File: config.mk
export PLATFORM = sky130hd
export DESIGN_NAME = snake_reg_writer
export DESIGN_NICKNAME = d
export VERILOG_FILES = /design/src/rtl/snake_reg_writer.sv
export SDC_FILE = /design/constraint.sdc
export NUM_CORES = 1
export LEC_CHECK = 0
export BUFFER_PORTS_ARGS = -buffer_cell sky130_fd_sc_hd__buf_4
export CAP_MARGIN = 30
export CORE_MARGIN = 4
export CORE_UTILIZATION = 45
export CTS_BUF_LIST = sky130_fd_sc_hd__clkbuf_4 sky130_fd_sc_hd__clkbuf_8
export DETAILED_ROUTE_END_ITERATION = 12
export PLACE_DENSITY = 0.67
export SYNTH_ARGS = -nofsm -noshare
export SYNTH_HDL_FRONTEND = slang
export SYNTH_SLANG_ARGS = --single-unit
export TNS_END_PERCENT = 30
File: constraint.sdc
create_clock -name clk -period 3.25 [get_ports clk]
set_input_delay 0.1625 -clock clk [delete_from_list [all_inputs] [get_ports clk]]
set_output_delay 0.1625 -clock clk [all_outputs]
set_load 0.005 [all_outputs]
File: src/rtl/snake_reg_writer.sv
// snake_reg_writer
//   Buffers register-write commands from the game logic in a small FIFO and
//   replays them, in acceptance order, as Avalon-MM write transfers to the
//   display peripheral.
//
//   Optional feature: define SNAKE_WRITER_VBLANK_GATE_EN to allow a new
//   transfer to launch only while vblank=1. A transfer that has already
//   started always runs to completion. With the macro undefined, vblank is
//   ignored.
//
// Ports
//   clk              sole clock, rising edge
//   reset            synchronous, active-high
//   cmd_valid/ready  command handshake (cmd_ready = FIFO not full)
//   cmd_addr[2:0]    register index (0..2 bg r/g/b, 3..6 sprite x/y bytes)
//   cmd_data[7:0]    byte to write
//   vblank           vertical blanking indicator (used only with the gate)
//   avm_*            Avalon-MM master write port
//   fifo_level       number of buffered commands
//   overflow         sticky: cmd_valid seen while cmd_ready was low
module snake_reg_writer #(
    parameter int unsigned FIFO_DEPTH = 8
) (
    input  logic                         clk,
    input  logic                         reset,
    input  logic                         cmd_valid,
    output logic                         cmd_ready,
    input  logic [2:0]                   cmd_addr,
    input  logic [7:0]                   cmd_data,
    input  logic                         vblank,
    output logic                         avm_chipselect,
    output logic                         avm_write,
    output logic [2:0]                   avm_address,
    output logic [7:0]                   avm_writedata,
    input  logic                         avm_waitrequest,
    output logic [$clog2(FIFO_DEPTH):0]  fifo_level,
    output logic                         overflow
);

    localparam int unsigned AW       = $clog2(FIFO_DEPTH);
    localparam logic [AW:0]   LVL_ONE  = (AW + 1)'(1);
    localparam logic [AW:0]   LVL_FULL = (AW + 1)'(FIFO_DEPTH);
    localparam logic [AW-1:0] PTR_ONE  = AW'(1);

    typedef enum logic [1:0] {
        IDLE,
        GATE,
        WRITE
    } state_t;

    state_t        state_q, state_d;
    logic [10:0]   mem [FIFO_DEPTH];
    logic [AW-1:0] wr_ptr, rd_ptr;
    logic [AW:0]   level;
    logic          full, empty;
    logic          push, pop;
    logic          strobe_q, strobe_d;
    logic          launch_ok;

    assign full  = (level == LVL_FULL);
    assign empty = (level == '0);

    // Ready comes purely from the registered level, so a pop on the same
    // edge never makes room for a push.
    assign cmd_ready = ~full;
    assign push      = cmd_valid & ~full;

`ifdef SNAKE_WRITER_VBLANK_GATE_EN
    assign launch_ok = vblank;
`else
    logic unused_vblank;
    assign unused_vblank = vblank;
    assign launch_ok     = 1'b1;
`endif

    // Next-state and pop decision. pop doubles as "load head into the bus
    // registers", since every pop launches a transfer.
    always_comb begin
        state_d  = state_q;
        strobe_d = strobe_q;
        pop      = 1'b0;
        unique case (state_q)
            IDLE: begin
                strobe_d = 1'b0;
                if (!empty) begin
                    state_d = GATE;
                end
            end
            GATE: begin
                if (launch_ok && !empty) begin
                    pop      = 1'b1;
                    strobe_d = 1'b1;
                    state_d  = WRITE;
                end
            end
            WRITE: begin
                if (!avm_waitrequest) begin
                    if (!empty && launch_ok) begin
                        pop = 1'b1;
                    end else begin
                        strobe_d = 1'b0;
                        state_d  = IDLE;
                    end
                end
            end
            default: begin
                strobe_d = 1'b0;
                state_d  = IDLE;
            end
        endcase
    end

    // Storage needs no reset; the pointers and level define what is valid.
    always_ff @(posedge clk) begin
        if (push) begin
            mem[wr_ptr] <= {cmd_addr, cmd_data};
        end
    end

    always_ff @(posedge clk) begin
        if (reset) begin
            state_q       <= IDLE;
            wr_ptr        <= '0;
            rd_ptr        <= '0;
            level         <= '0;
            strobe_q      <= 1'b0;
            avm_address   <= '0;
            avm_writedata <= '0;
            overflow      <= 1'b0;
        end else begin
            state_q  <= state_d;
            strobe_q <= strobe_d;
            if (push) begin
                wr_ptr <= wr_ptr + PTR_ONE;
            end
            if (pop) begin
                rd_ptr                       <= rd_ptr + PTR_ONE;
                {avm_address, avm_writedata} <= mem[rd_ptr];
            end
            unique case ({push, pop})
                2'b10:   level <= level + LVL_ONE;
                2'b01:   level <= level - LVL_ONE;
                default: level <= level;
            endcase
            if (cmd_valid && full) begin
                overflow <= 1'b1;
            end
        end
    end

    assign avm_chipselect = strobe_q;
    assign avm_write      = strobe_q;
    assign fifo_level     = level;

endmodule

# ---- Word-level counts from Yosys, hierarchy flattened
# Memory sizes are Yosys's and may differ from the RTL's. A register that Yosys moved wholly into a read port is not among the register bits.
# Index checks and enable logic that the tools add are counted.
dict set report totals {
  ff_bits 14
  ramBits 88
  in_bits 16
  output_inout_bits 19
  word_cells 43
  memories 1
}
dict set report op_classes {
  n_addsub 4
  eq_ne 9
  mux 15
  bitwise 2
  n_reduce_logical 6
}
# memory depth word_bits rd rd_ports_with_merged_regs wr line_no
set mem_list {}
lappend mem_list {mem 8 11 1 1 1 52} ;# logic [10:0] mem [FIFO_DEPTH];
# op count
set op_table {}
lappend op_table {{2-bit 2-to-1 mux} 4}
lappend op_table {{2-bit inequality test, second input constant} 4}
lappend op_table {{4-bit case mux with 2 select lines} 1}
lappend op_table {{1-bit 2-to-1 mux} 7}
lappend op_table {{3-bit by 1-bit adder with 3-bit output, second input constant} 2}
lappend op_table {{2-bit case mux with 3 select lines} 1}
lappend op_table {{4-bit by 1-bit adder with 4-bit output, second input constant} 1}
lappend op_table {{2-bit by 1-bit equality test with 1-bit output, second input constant} 2}
lappend op_table {{2-bit equality test, second input constant} 2}
lappend op_table {{4-bit equality test, second input constant} 1}
lappend op_table {{4-bit logical NOT} 1}
lappend op_table {{1-bit case mux with 2 select lines} 2}
lappend op_table {{4-bit AND reduction} 1}
lappend op_table {{4-bit by 1-bit subtractor with 4-bit output, second input constant} 1}
lappend op_table {{3-bit AND reduction} 1}
lappend op_table {{2-bit logical NOT} 1}
lappend op_table {{2-bit nonzero test} 1}
lappend op_table {{1-bit AND} 1}
lappend op_table {{1-bit logical AND} 1}
lappend op_table {{1-bit inverter} 1}

# ---- Logic depth before layout (Yosys ltp)
dict set report logic_depth {
  word_depth 6
  ltp_mapped 13
}

# ---- Least setup slack after synthesis
# No wires, ideal clock.
dict set report synth_timing {
  path_type {register -> register}
  start {register level[0], in the netlist fifo_level[0]}
  end {register level[3], in the netlist fifo_level[3]}
  t_arrival_ns 2.614
  required_ns 3.176
  path_slack_ns 0.562
  path_stages_with_launch 11
  path_buffers 2
  period_less_slack_ns 2.688
  path_cell_list {dfxtp_1 -> or4_4 -> o211a_1 -> buf_6 -> buf_12 -> ha_1 -> ha_1 -> a21oi_1 -> a21oi_1 -> or4_1 -> a21oi_1}
}
dict set report synth_between {
  elab_chain_cells 6
}
# item line_no
set synth_rtl {}
lappend synth_rtl {{start: declaration} 54} ;# logic [AW:0] level;
lappend synth_rtl {{start signal: assignment} 141} ;# 2'b10: level <= level + LVL_ONE;
lappend synth_rtl {{start signal: assignment} 142} ;# 2'b01: level <= level - LVL_ONE;
lappend synth_rtl {{start signal: assignment} 143} ;# default: level <= level;
lappend synth_rtl {{4-bit logical NOT (*)} 61} ;# assign empty = (level == '0);
lappend synth_rtl {{1-bit 2-to-1 mux (*)} {90, 98}}
lappend synth_rtl {{1-bit 2-to-1 mux} 97} ;# if (!avm_waitrequest) begin
lappend synth_rtl {{1-bit case mux with 2 select lines (*)} 82} ;# unique case (state_q)
lappend synth_rtl {{net pop} 56} ;# logic push, pop;
lappend synth_rtl {{2-bit by 1-bit equality test with 1-bit output / 2-bit equality test (equally long branches)} 140} ;# unique case ({push, pop})
lappend synth_rtl {{4-bit case mux with 2 select lines / 2-bit nonzero test (equally long branches)} --}
# Mark *: on every way through the listed nets, which the timed path passes. The rest lies on a longest branch.
# A chain may end at the register's enable or synchronous reset.

# ---- Worst setup path after layout
dict set report layout_timing {
  start {register level[0], in the netlist fifo_level[0]}
  end {register level[3], in the netlist fifo_level[3]}
}
dict set report layout_between {
  elab_chain_cells 6
}
# item line_no
set layout_rtl {}
lappend layout_rtl {{4-bit logical NOT} 61}
lappend layout_rtl {{1-bit 2-to-1 mux} {90, 98}}
lappend layout_rtl {{1-bit 2-to-1 mux} 97}
lappend layout_rtl {{1-bit case mux with 2 select lines} 82}
lappend layout_rtl {{2-bit by 1-bit equality test with 1-bit output / 2-bit equality test (equally long branches)} 140}
lappend layout_rtl {{4-bit case mux with 2 select lines / 2-bit nonzero test (equally long branches)} --}
# Several ways; a longest one is shown, not always the timed one.

==> flow_metrics.py <==
metrics = {
    "sta": {
        "period_minus_slack_ns": 2.766,
        "maxSlewViolCount": 0,
        "setup_viol": 0,
        "skew_ns": 0.01008,
        "hold_ws_ns": 0.06937,
        "slew_headroom_pct": 37.60,
        "final.setup.tns_ns": 0,
        "clock.fmax_mhz": 361.6,
        "hold_viol_final": 0,
        "rsz0062_at_grt": "false",
        "fin_crit_sh_pct": 85.10,
        "tightestPinTransition_ns": 0.9290,
    },
    "finish": {
        "final_layout_size_suffix_gt1_share_pct": 33.53,
        "post-route-util_pct": 56.23,
        "syn_to_final_growth_pct": 21.07,
        "n_antenna_cell": 0,
        "layout_commonest_cell": "edfxtp_1",
        "layout.nets": 347,
        "final_cell_mix": "edfxtp_1 (88), buf_4 (43), nor2_1 (29), dfxtp_1 (25), mux4_2 (22)",
        "stdcell_area_sq_um": 5522,
    },
    "placed_design": {
        "finalWeightedCongestion": 0.6704,
        "portBuffers": 33,
        "post-dp-hpwl_microns": 4916,
        "placed_cell_area_sq_um": 4961,
    },
    "run_status": {
        "status": "complete, no violations",
    },
    "global_route": {
        "grt_util_all_layers_pct": 14.92,
        "grt_pass1_wl_microns": 12880,
        "grt_max_degree": 27,
        "antenna_found_initial": 0,
        "overflow": 0,
        "grt_pass1_vias": 2463,
    },
    "synthesis": {
        "synth-main-ff-cell": "edfxtp_1",
        "synthesis.nets": 290,
        "syn_avg_cell_area_sq_um": 17.28,
        "synth_seq_area_share_pct": 68.92,
        "netlist_instances": 264,
        "ys_async_sr_fraction_pct": 0,
        "yosys_warnings": 0,
        "synth.distinct_cells": 37,
        "synth.cell_area_sq_um": 4561,
        "synth_seq_cells": 113,
        "synth_edf_count": 88,
    },
    "clock_tree": {
        "cts.hold.buffers_added": 11,
        "cts_max_level": 4,
        "cts_sinks": 113,
        "clkTransAtPathRegs_ns": 0.06,
        "cts_root_buffer": "clkbuf_8",
        "clkLatencyLatePin_ns": 0.41,
        "cts_buffers": 17,
        "ctsResizeCount": 0,
        "cts_max_path_buffers": 2,
        "post_cts_buffers": 0,
        "cts_tree": "yes",
    },
    "min_path": {
        "hold_path.class": "primary input to register",
    },
    "setup_path": {
        "path_class": "register to register",
        "path_max_fanout": 7,
        "worstPathArrival_ns": 3.10,
        "critPathMaxStageDelay_ns": 0.68,
        "cp.buffers_inverters": 0,
        "cp_common_cell": "a21oi_1",
        "path_cells": "or4b_1 > nand2_2 > ha_1 > ha_1 > a21oi_1 > a21oi_1 > or4_1 > a21oi_1",
        "crit_path_start_kind": "register",
        "slowest_stage": "or4b_1",
        "cpLargestDelayFamily": "simple AND/OR/NAND/NOR gates",
        "worstPathRequired_ns": 3.58,
        "critPathCaptureType": "register",
    },
    "die": {
        "fp-row-count": 36,
        "start_util_pct": 46.44,
        "die_x_microns": 108.7,
        "ios": 35,
        "dieArea_sq_um": 11810,
        "coreArea_sq_um": 9819,
        "die_h_microns": 108.7,
    },
    "pwr": {
        "max-vdd-ir-drop_uv": 255.3,
        "p_per_area_nw_per_um2": 623.9,
        "leakagePower_nw": 1.868,
        "power_mw": 3.445,
    },
    "route": {
        "drt_iter0_drc": 126,
        "wirelength_microns": 7918,
        "drt-pass1-iter-count": 4,
        "via_per_inst": 5.167,
        "vias": 2413,
        "route.detailed.drc": 0,
        "wire_per_inst_microns": 16.96,
        "ant_nets": 0,
    },
    "job": {
        "drv_cap": 0,
    },
}
report_power, final:
part	switching (mW)	total, mW	internal, mW
Combinational	0.169	0.325	0.157
Clock	0.528	1.47	0.942
Sequential	0.0348	1.65	1.62
Total	0.732	3.45	2.71
Yosys cell counts, types with 2 or more instances:
master     n  area share, %
nor3_1     5           0.55
buf_6      2           0.49
nand2_1    2           0.16
a211oi_2  11            3.0
nor4_1     2           0.27
inv_1      6           0.49
nor2_1    29            2.4
xor2_1     4           0.77
edfxtp_1  88             58
dfxtp_1   25             11
mux2i_1   12            2.6
nand2b_1   2           0.27
a21oi_1    9           0.99
mux4_2    22             11
and3_1     2           0.27
clkbuf_1   8           0.66
ha_1       9            2.5
nor2b_1    2           0.27
nand3_1    4           0.44
buf_4      3           0.49
cells by family after synthesis:
family	synth area share [%]
AO/OA/AOI/OAI	5.212
multiplexers	13.50
XOR/XNOR	1.125
buffers and inverters	2.771
flip-flops	68.92
adder cells (fa/ha/maj)	2.908
AND/OR/NAND/NOR	5.569
metal layers:
metal / wire, microns / vias to the layer above / global-route usage [%]
met1: 3712 / 1206 / 20.43
met3: 389 / 5 / 4.085
li1: - / 1140 / -
met5: 0 / - / 0
met2: 3746 / 62 / 22.77
met4: 70 / 0 / 6.041
worst min-delay path: stages:
cell     delay (ns)
buf_4          0.13
nand3_1        0.07
a21oi_1        0.05
worst paths after layout:
| kind | endpoint | from | depth (start not counted) | slack [ns] |
|---|---|---|---|---|
| max | fifo_level[3] | fifo_level[0] | 8 | 0.48 |
| min | wr_ptr[1] | cmd_valid | 3 | 0.07 |
| max reg2reg | fifo_level[3] | fifo_level[0] | 8 | 0.48 |
| min reg2reg | overflow | overflow | 2 | 0.50 |
final cells by class:
class / count / area [sq um]
well taps: 133 / 166.4
clock buffers: 21 / 264.0
flip-flops and latches: 113 / 3143
inverters: 6 / 22.52
repair buffers: 54 / 432.9
fillers: 792 / 4298
clock inverters: 11 / 186.4
multi-input cells: 129 / 1306
registers in the layout, summed over array words and instances, names as in the netlist:
name,count
avm_address,3
overflow,1
mem,88
state_q,2
fifo_level,4
wr_ptr,3
avm_writedata,8
avm_chipselect,1
rd_ptr,3
through the flow:
step / setup slack (ns) / instances
global placement: 0.5973 / 424
floorplan: 0.5624 / 264
CTS: 0.5116 / 467
finish: 0.4842 / 467
detailed placement: 0.5287 / 424
global route: 0.3256 / 467
Note: power is estimated with default switching activity, not from simulation.
